==> src/rtl/sfx_beep_arbiter.sv <==
// Beep output arbiter: passes background music, preempted by prioritised square-wave sound effects.
// Optional build macro SFX_DUCK_EN adds a post-effect music mute (DUCK state).
module sfx_beep_arbiter #(
    parameter int unsigned TICK_DIV = 50000,
    parameter int unsigned HIT_HP   = 47774,
    parameter int unsigned MISS_HP  = 113636,
    parameter int unsigned OVER_HP  = 191131,
    parameter int unsigned HIT_MS   = 80,
    parameter int unsigned MISS_MS  = 200,
    parameter int unsigned OVER_MS  = 600,
    parameter int unsigned GAP_MS   = 20,
    parameter int unsigned DUCK_MS  = 100
) (
    input  logic       clk,
    input  logic       rst,
    input  logic       music_en,
    input  logic       music_beep,
    input  logic [2:0] sfx_req,
    output logic       beep,
    output logic [1:0] sfx_cur,
    output logic       sfx_busy
);

`ifdef SFX_DUCK_EN
    typedef enum logic [1:0] {StIdle, StPlay, StGap, StDuck} state_e;
`else
    typedef enum logic [1:0] {StIdle, StPlay, StGap} state_e;
`endif

    localparam logic [15:0] TICK_M1    = 16'(TICK_DIV - 1);
    localparam logic [17:0] HIT_HP_M1  = 18'(HIT_HP - 1);
    localparam logic [17:0] MISS_HP_M1 = 18'(MISS_HP - 1);
    localparam logic [17:0] OVER_HP_M1 = 18'(OVER_HP - 1);
    localparam logic [9:0]  HIT_MS_M1  = 10'(HIT_MS - 1);
    localparam logic [9:0]  MISS_MS_M1 = 10'(MISS_MS - 1);
    localparam logic [9:0]  OVER_MS_M1 = 10'(OVER_MS - 1);
    localparam logic [9:0]  GAP_MS_M1  = 10'(GAP_MS - 1);
`ifdef SFX_DUCK_EN
    localparam logic [9:0]  DUCK_MS_M1 = 10'(DUCK_MS - 1);
`endif

    state_e      state;
    logic        tone;
    logic [17:0] tone_cnt;
    logic [15:0] presc;
    logic [9:0]  dur;
    logic [1:0]  pending;

    logic [1:0]  req_id;
    logic [1:0]  pend_merge;
    logic [17:0] hp_m1;
    logic [9:0]  ms_m1;
    logic [9:0]  lim_m1;
    logic        tick;
    logic        period_done;
    logic        start;
    logic [1:0]  start_id;
    logic        music;

    // Request id doubles as priority: over(3) > miss(2) > hit(1).
    always_comb begin
        req_id = 2'd0;
        if (sfx_req[2]) begin
            req_id = 2'd3;
        end else if (sfx_req[1]) begin
            req_id = 2'd2;
        end else if (sfx_req[0]) begin
            req_id = 2'd1;
        end
    end

    assign pend_merge = (req_id > pending) ? req_id : pending;
    assign music      = music_beep & music_en;

    always_comb begin
        hp_m1 = HIT_HP_M1;
        ms_m1 = HIT_MS_M1;
        case (sfx_cur)
            2'd2: begin
                hp_m1 = MISS_HP_M1;
                ms_m1 = MISS_MS_M1;
            end
            2'd3: begin
                hp_m1 = OVER_HP_M1;
                ms_m1 = OVER_MS_M1;
            end
            default: begin
                hp_m1 = HIT_HP_M1;
                ms_m1 = HIT_MS_M1;
            end
        endcase
    end

    always_comb begin
        lim_m1 = ms_m1;
        case (state)
            StGap:   lim_m1 = GAP_MS_M1;
`ifdef SFX_DUCK_EN
            StDuck:  lim_m1 = DUCK_MS_M1;
`endif
            default: lim_m1 = ms_m1;
        endcase
    end

    assign tick        = (presc == TICK_M1);
    assign period_done = tick && (dur == lim_m1);

    // Decide whether this edge (re)starts an effect, and with which id.
    always_comb begin
        start    = 1'b0;
        start_id = req_id;
        case (state)
            StIdle: start = (req_id != 2'd0);
            StPlay: start = (req_id > sfx_cur);
            StGap: begin
                start    = period_done && (pend_merge != 2'd0);
                start_id = pend_merge;
            end
`ifdef SFX_DUCK_EN
            StDuck: start = (req_id != 2'd0);
`endif
            default: start = 1'b0;
        endcase
    end

    always_ff @(posedge clk) begin
        if (rst) begin
            state    <= StIdle;
            beep     <= 1'b0;
            sfx_cur  <= 2'd0;
            sfx_busy <= 1'b0;
            tone     <= 1'b0;
            tone_cnt <= '0;
            presc    <= '0;
            dur      <= '0;
            pending  <= 2'd0;
        end else if (start) begin
            state    <= StPlay;
            sfx_cur  <= start_id;
            tone     <= 1'b1;
            beep     <= 1'b1;
            sfx_busy <= 1'b1;
            tone_cnt <= '0;
            presc    <= '0;
            dur      <= '0;
            if (state == StGap) begin
                pending <= 2'd0;
            end
        end else begin
            case (state)
                StIdle: begin
                    beep     <= music;
                    sfx_busy <= 1'b0;
                end
                StPlay: begin
                    pending <= pend_merge;
                    if (period_done) begin
                        state    <= StGap;
                        beep     <= 1'b0;
                        sfx_cur  <= 2'd0;
                        tone     <= 1'b0;
                        tone_cnt <= '0;
                        presc    <= '0;
                        dur      <= '0;
                    end else begin
                        presc <= tick ? 16'd0 : presc + 16'd1;
                        dur   <= tick ? dur + 10'd1 : dur;
                        if (tone_cnt == hp_m1) begin
                            tone_cnt <= '0;
                            tone     <= ~tone;
                            beep     <= ~tone;
                        end else begin
                            tone_cnt <= tone_cnt + 18'd1;
                            beep     <= tone;
                        end
                    end
                end
                StGap: begin
                    beep <= 1'b0;
                    if (period_done) begin
                        presc <= '0;
                        dur   <= '0;
`ifdef SFX_DUCK_EN
                        state <= StDuck;
`else
                        state    <= StIdle;
                        beep     <= music;
                        sfx_busy <= 1'b0;
`endif
                    end else begin
                        pending <= pend_merge;
                        presc   <= tick ? 16'd0 : presc + 16'd1;
                        dur     <= tick ? dur + 10'd1 : dur;
                    end
                end
`ifdef SFX_DUCK_EN
                StDuck: begin
                    beep <= 1'b0;
                    if (period_done) begin
                        state    <= StIdle;
                        beep     <= music;
                        sfx_busy <= 1'b0;
                        presc    <= '0;
                        dur      <= '0;
                    end else begin
                        presc <= tick ? 16'd0 : presc + 16'd1;
                        dur   <= tick ? dur + 10'd1 : dur;
                    end
                end
`endif
                default: begin
                    state    <= StIdle;
                    beep     <= 1'b0;
                    sfx_cur  <= 2'd0;
                    sfx_busy <= 1'b0;
                end
            endcase
        end
    end

endmodule
==> config.mk <==
export PLATFORM = sky130hd
export DESIGN_NAME = sfx_beep_arbiter
export DESIGN_NICKNAME = d
export VERILOG_FILES = /design/src/rtl/sfx_beep_arbiter.sv
export SDC_FILE = /design/constraint.sdc
export NUM_CORES = 1
export LEC_CHECK = 0
export BUFFER_PORTS_ARGS = -buffer_cell sky130_fd_sc_hd__buf_4
export CORE_ASPECT_RATIO = 0.75
export CORE_MARGIN = 2
export CORE_UTILIZATION = 60
export CTS_BUF_LIST = sky130_fd_sc_hd__clkbuf_16
export CTS_CLUSTER_DIAMETER = 100
export DETAILED_ROUTE_END_ITERATION = 7
export GPL_TIMING_DRIVEN = 0
export HOLD_SLACK_MARGIN = 0.03
export PLACE_DENSITY = 0.75
export SLEW_MARGIN = 20
export SYNTH_ARGS = -nofsm -noshare
export SYNTH_HDL_FRONTEND = slang
export SYNTH_SLANG_ARGS = --single-unit
==> constraint.sdc <==
create_clock -name clk -period 3.3 [get_ports clk]
set_input_delay 0.33 -clock clk [delete_from_list [all_inputs] [get_ports clk]]
set_output_delay 0.33 -clock clk [all_outputs]
set_load 0.02 [all_outputs]
==> results of run 1 <==
==> cell families after synthesis <==
kind of cell | Yosys count
buf+inv | 22
simple gates | 174
fa+ha+maj | 13
mux | 2
flops | 53
xor+xnor | 37
compound gates | 57
==> layer usage <==
layer / track usage [%] / vias up
met3: 4.87 / 7
met1: 32.4 / 1229
li1: - / 1312
met2: 37.8 / 45
met5: 0 / -
met4: 6.25 / 0
==> final timing paths <==
kind,end,slack (ns)
worst max-delay path,tone_cnt[15],0.71
worst min-delay path,beep,0.40
worst max register to register,tone_cnt[15],0.71
worst min register to register,sfx_busy,0.47
==> power breakdown <==
part / switching [W] / internal, W
sequential: 0.0000177 / 0.000655
combinational: 0.000123 / 0.0000752
clock: 0.000235 / 0.000279
==> flip-flops by register name, indices dropped and copies added (netlist names) <==
signal,flops
sfx_busy,1
tone,1
beep,1
sfx_cur,2
dur,10
tone_cnt,18
presc,16
pending,2
state,2
==> per-stage QoR <==
step	area (um^2)	utilization (%)	setup slack, ns	std cells	hold slack [ns]
2_1_floorplan	3050	-	0.978	358	0.454
3_3_place_gp	3200	65.2	0.580	427	0.465
3_5_place_dp	3200	65.2	0.511	427	0.465
4_1_cts	3340	68.2	0.689	435	0.403
5_1_grt	3340	68.2	0.499	435	0.442
6_report	3340	68.2	0.705	435	0.400
==> layout make-up <==
type,count,area (um^2),share of cell area [%]
buffer,8,46.3,1.39
clock buffer,5,125,3.75
clock inverter,3,17.5,0.525
inverter,14,52.6,1.57
multi-input combinational,283,1890,56.7
sequential,53,1060,31.8
tap,60,75.1,2.25
timing repair buffer,9,67.6,2.02
==> worst max-delay path, cell delays in order, from the launching register on <==
cell	delay (ns)
dfxtp_1	0.39
inv_1	0.10
ha_1	0.26
and4bb_2	0.32
a211oi_2	0.07
nor4_1	0.52
a22oi_2	0.28
o21ai_2	0.31
buf_6	0.19
nor2_1	0.05
==> cell usage after synthesis, types with 7 or more instances <==
cell / instances
a21oi_1: 14
dfxtp_1: 53
ha_1: 13
inv_1: 13
nand2_1: 34
nand3_1: 19
nand4_1: 16
nand4b_1: 8
nor2_1: 52
o21ai_0: 9
xnor2_1: 7
xor2_1: 30
==> reports/qor.yml, run 1 <==
run_status:
  status: "finished clean"
synth:
  ys_seq_area_share_pct: 34.7
  synth_warnings: 0
  synth_top_flop_cell: "dfxtp_1"
  synth_nets: 378
  syn_area_um2: 3050
  synth_edf_count: 0
  synth_top_area_share_pct: 34.7
  synth_compound_area_share_pct: 14.0
  syn_area_per_cell_um2: 8.53
  synthAdderAreaFrac_pct: 5.33
  ys_ff_latch: 53
  synth_cell_type_count: 62
  yosysTopAreaCell: "dfxtp_1"
  synthSimpleGateAreaFrac_pct: 31.4
  synth-xor-area-share_pct: 10.6
  async_flop_share_pct: 0
  ys_top_cells_by_area: "dfxtp_1 (35%), xor2_1 (8.6%), nor2_1 (6.4%)"
  synth_top_family_by_area: "simple AND/OR/NAND/NOR gates"
  synth_cells: 358
  yosys-mux-area-fraction_pct: 0.655
sta:
  rsz0062_at_grt: "no"
  setup_tns_ns: 0
  post-route-period-util_pct: 78.6
  hold_violations: 0
  worst_pin_slew_ns: 0.567
  setup_viol: 0
  slew-limit-headroom_pct: 62.1
  period_needed_ns: 2.59
  skew_ns: 0.00734
  slew_violations: 0
  max_freq_mhz: 385
place:
  port_buffers: 9
  gp_congestion: 0.815
  hpwlAfterDp_mm: 4.65
hold_path:
  min_path_cells: 4
  min_from: "music_en"
  hp-class: "input port to flop"
detailed_routing:
  firstDrtPassIters: 4
  routed_wl_mm: 6.36
  ant_nets: 0
  route.met2.wl_mm: 2.88
  drtIter0Drc: 92
  wl_per_cell_um: 14.6
  vias: 2593
  route.met3.wl_um: 254
  wl_met1_mm: 3.14
  highest_layer: "met4"
  drc: 0
  via_per_inst: 5.96
power:
  finalPower_w: 0.00138
  peakVddDrop_v: 0.000261
  p_leak_nw: 1.15
  powerDensity_nw_per_um2: 415
flow_run:
  max_cap_violations: 0
finish:
  num_antenna_cells: 0
  mostFrequentLayoutCells: "dfxtp_1 (53), nor2_1 (52), nand2_1 (34)"
  fin_nets: 394
  final_common_cell: "dfxtp_1"
  n_fill_cell: 401
  syn2layout_area_growth_pct: 9.34
  drive_above_1_share_pct: 10.9
grt:
  grt_pass1_wl_mm: 10.6
  gr-total-overflow: 0
  grt_pass1_vias: 2345
  antenna_found_initial: 0
  grt_usage_pct: 23.6
  grt_max_degree: 17
floorplanning:
  dieArea_um2: 5680
  die_h_um: 65.8
  start_util_pct: 62.3
  ios: 11
  die_width_um: 86.4
  rows: 22
  core_area_um2: 4900
worst_setup_path:
  cp_max_fo: 10
  crit_type: "flop to flop"
  end_kind: "flop"
  cp_data_required_time_ns: 3.48
  reg2reg_from: "state[0]"
  worstSetupStartpointType: "flop"
  cp.arrival_ns: 2.78
  startpoint: "state[0]"
  r2r_cells: 9
clock_network:
  h-tree-depth: 2
  cts_tree: "yes"
  cts_sinks: 53
  cts_buffer_depth: 2
  cts_hold_buf: 0
  post_cts.repair.setup_buffers: 0
  clk_pin_slew_ns: 0.07
  root_buffer: "clkbuf_16"
  cts_resized: 0
  numCtsBuffers: 5
  clk_latency_ns: 0.29
Note: power is estimated with default switching activity, not from simulation.
==> inputs of run 2 (changes only) <==
--- a/config.mk
+++ b/config.mk
@@ -5,6 +5,7 @@
 export SDC_FILE = /design/constraint.sdc
 export NUM_CORES = 1
 export LEC_CHECK = 0
+export ABC_AREA = 1
 export BUFFER_PORTS_ARGS = -buffer_cell sky130_fd_sc_hd__buf_4
 export CORE_ASPECT_RATIO = 0.75
 export CORE_MARGIN = 2
@@ -14,7 +15,7 @@
 export DETAILED_ROUTE_END_ITERATION = 7
 export GPL_TIMING_DRIVEN = 0
 export HOLD_SLACK_MARGIN = 0.03
-export PLACE_DENSITY = 0.75
+export PLACE_DENSITY = 0.74
 export SLEW_MARGIN = 20
 export SYNTH_ARGS = -nofsm -noshare
 export SYNTH_HDL_FRONTEND = slang
==> constraint.sdc (replaced) <==
create_clock -name clk -period 2.42 [get_ports clk]
set_input_delay 0.242 -clock clk [delete_from_list [all_inputs] [get_ports clk]]
set_output_delay 0.242 -clock clk [all_outputs]
set_load 0.02 [all_outputs]
==> run 2 against run 1 <==
  * Area after synthesis is 13% higher
  * Critical path depth is 2 higher
  * Count of clock-buffer cells in the layout stayed put
  * First-iteration DRC count is 110% higher
  * Clock skew is 0.0030 ns lower
  * Power is 78% higher
  * Cell count is 36% higher
  * Critical endpoint is now presc[13]
  * Largest cell class unchanged
==> reports/qor.yml, run 2 <==
run_status:
  status: "finished clean"
sta:
  worst_pin_slew_ns: 0.563
  rsz0062_at_grt: "no"
  setup_tns_ns: 0
  hold_violations: 0
  period_needed_ns: 2.22
  max_freq_mhz: 451
  slew_violations: 0
  whs_ns: 0.273
  post-route-period-util_pct: 91.6
  setup_viol: 0
  skew_ns: 0.00439
  slew-limit-headroom_pct: 62.1
synth:
  synth_nets: 520
  ys_seq_area_share_pct: 30.8
  ys_top_cells_by_area: "dfxtp_1 (31%), nand2_1 (9.9%), nor2_1 (7.5%)"
  syn_area_per_cell_um2: 6.89
  synth_top_area_share_pct: 30.8
  yosysTopAreaCell: "dfxtp_1"
  yosysMostFrequentCell: "nand2_1"
  ys_ff_latch: 53
  syn_area_um2: 3450
  synth_top_flop_cell: "dfxtp_1"
  synth_warnings: 0
  async_flop_share_pct: 0
  synth_edf_count: 0
  synth_cells: 500
  synth_cell_type_count: 44
  synth_commonest_cells: "nand2_1 (91), nor2_1 (69), inv_1 (61)"
floorplanning:
  start_util_pct: 63.4
  rows: 23
  die_width_um: 91.5
  core_area_um2: 5440
  ios: 11
  die_h_um: 69.6
  dieArea_um2: 6370
worst_setup_path:
  cp_max_fo: 10
  cp.arrival_ns: 2.44
  end_kind: "flop"
  cp_data_required_time_ns: 2.64
  crit_type: "flop to flop"
  worstSetupStartpointType: "flop"
  critPathMaxStageDelay_ns: 0.39
  crit_buf_inv: 3
  crit_slowest_cell: "dfxtp_1"
  crit_family: "simple AND/OR/NAND/NOR gates"
  timing.critical_path.mode_cell: "nor3_2"
  cp_cell_sequence: "inv_1 > ha_1 > buf_4 > inv_2 > nor3_2 > nand2_1 > nor3_2 > nand2_1 > nor2_1 > a21oi_1 > nor3_2"
clock_network:
  h-tree-depth: 2
  numCtsBuffers: 5
  clk_pin_slew_ns: 0.07
  cts_buffer_depth: 2
  cts_tree: "yes"
  cts_sinks: 53
  clk_latency_ns: 0.29
  cts_hold_buf: 0
  root_buffer: "clkbuf_16"
place:
  hpwlAfterDp_mm: 5.76
  gp_congestion: 0.903
  port_buffers: 9
grt:
  grt_pass1_vias: 2819
  grt_max_degree: 17
  gr-total-overflow: 0
  antenna_found_initial: 0
  grt_pass1_wl_mm: 13.0
  grt_usage_pct: 24.7
detailed_routing:
  ant_nets: 0
  vias: 3206
  via_per_inst: 5.42
  drc: 0
  drtIter0Drc: 195
  firstDrtPassIters: 5
  routed_wl_mm: 7.61
  wl_per_cell_um: 12.8
power:
  swShare_pct: 34.0
  p_leak_nw: 1.39
  p_sw_w: 0.000840
  p_int_w: 0.00163
  peakVddDrop_v: 0.000389
  powerDensity_nw_per_um2: 653
  seq_power_share_pct: 39.0
  clockPowerShare_pct: 32.8
  combPwrFrac_pct: 28.3
finish:
  syn2layout_area_growth_pct: 9.77
  final_common_cell: "nand2_1"
  mostFrequentLayoutCells: "nand2_1 (91), nor2_1 (69), inv_1 (61)"
  biggestRegsByFlops: "tone_cnt (18), presc (16), dur (10)"
  top_register: "tone_cnt"
  fin_nets: 536
  drive_above_1_share_pct: 13.7
  largest_reg_flops: 18
  num_antenna_cells: 0
flow_run:
  max_cap_violations: 0
hold_path:
  hp-class: "input port to flop"
==> run 2: final cells by class <==
class | count | area, um^2
clock inverters | 3 | 41.3
multi-input cells | 367 | 2060
flip-flops and latches | 53 | 1060
well taps | 75 | 93.8
inverters | 71 | 267
fillers | 459 | 1660
clock buffers | 5 | 125
repair buffers | 9 | 67.6
plain buffers | 9 | 63.8
==> run 2: final timing paths <==
check,from,end,slack (ns),cells after the start
max,state[1],presc[13],0.20,11
min,music_beep,beep,0.27,5
max reg2reg,state[1],presc[13],0.20,11
min reg2reg,sfx_busy,sfx_busy,0.46,2
==> run 2: kinds of logic (layout without fill, tap and decap cells) <==
kind of cell / count (synthesis) / after routing / synth area share (%)
simple gates: 269 / 269 / 37.4
buf+inv: 80 / 97 / 9.59
compound gates: 61 / 61 / 11.4
flops: 53 / 53 / 30.8
xor+xnor: 24 / 24 / 6.10
fa+ha+maj: 13 / 13 / 4.72
==> run 2: through the flow <==
step | setup WS [ns] | power, W | util [%] | area [um^2] | cells
2_1_floorplan | 0.445 | 0.00149 | - | 3450 | 500
3_3_place_gp | 0.145 | 0.00166 | 66.3 | 3610 | 584
3_5_place_dp | 0.119 | 0.00168 | 66.3 | 3610 | 584
4_1_cts | 0.104 | 0.00248 | 69.4 | 3770 | 592
5_1_grt | 0.0132 | 0.00260 | 69.5 | 3780 | 592
6_report | 0.204 | 0.00247 | 69.5 | 3780 | 592
==> run 2: timing repair <==
| action | in CTS | in global routing |
|---|---|---|
| setup buffers | 0 | 0 |
| endpoints found under the setup margin | 0 | 44 |
| resized for setup | 0 | 3 |
==> run 2: per-layer routing <==
layer	vias up	share of wire (%)	track usage (%)
met5	-	0	0
met4	0	0.78	5.05
met3	7	5.6	3.26
met2	92	44	38.2
met1	1445	50	36.9
li1	1662	-	-
==> run 2: worst reg2reg max path: stages (launching register included) <==
cell and delay [ns]:
dfxtp_1 0.39, inv_1 0.10, ha_1 0.28, buf_4 0.18
inv_2 0.14, nor3_2 0.22, nand2_1 0.14, nor3_2 0.19
nand2_1 0.12, nor2_1 0.14, a21oi_1 0.10, nor3_2 0.16
==> run 2: power by group through the flow <==
stage	Sequential, W	Combinational (W)	Clock, W
6_report	0.000963	0.000698	0.000809
5_1_grt	0.000969	0.000777	0.000851
4_1_cts	0.000961	0.000697	0.000822
3_5_place_dp	0.000982	0.000694	0
3_3_place_gp	0.000983	0.000679	0
2_1_floorplan	0.000990	0.000502	0
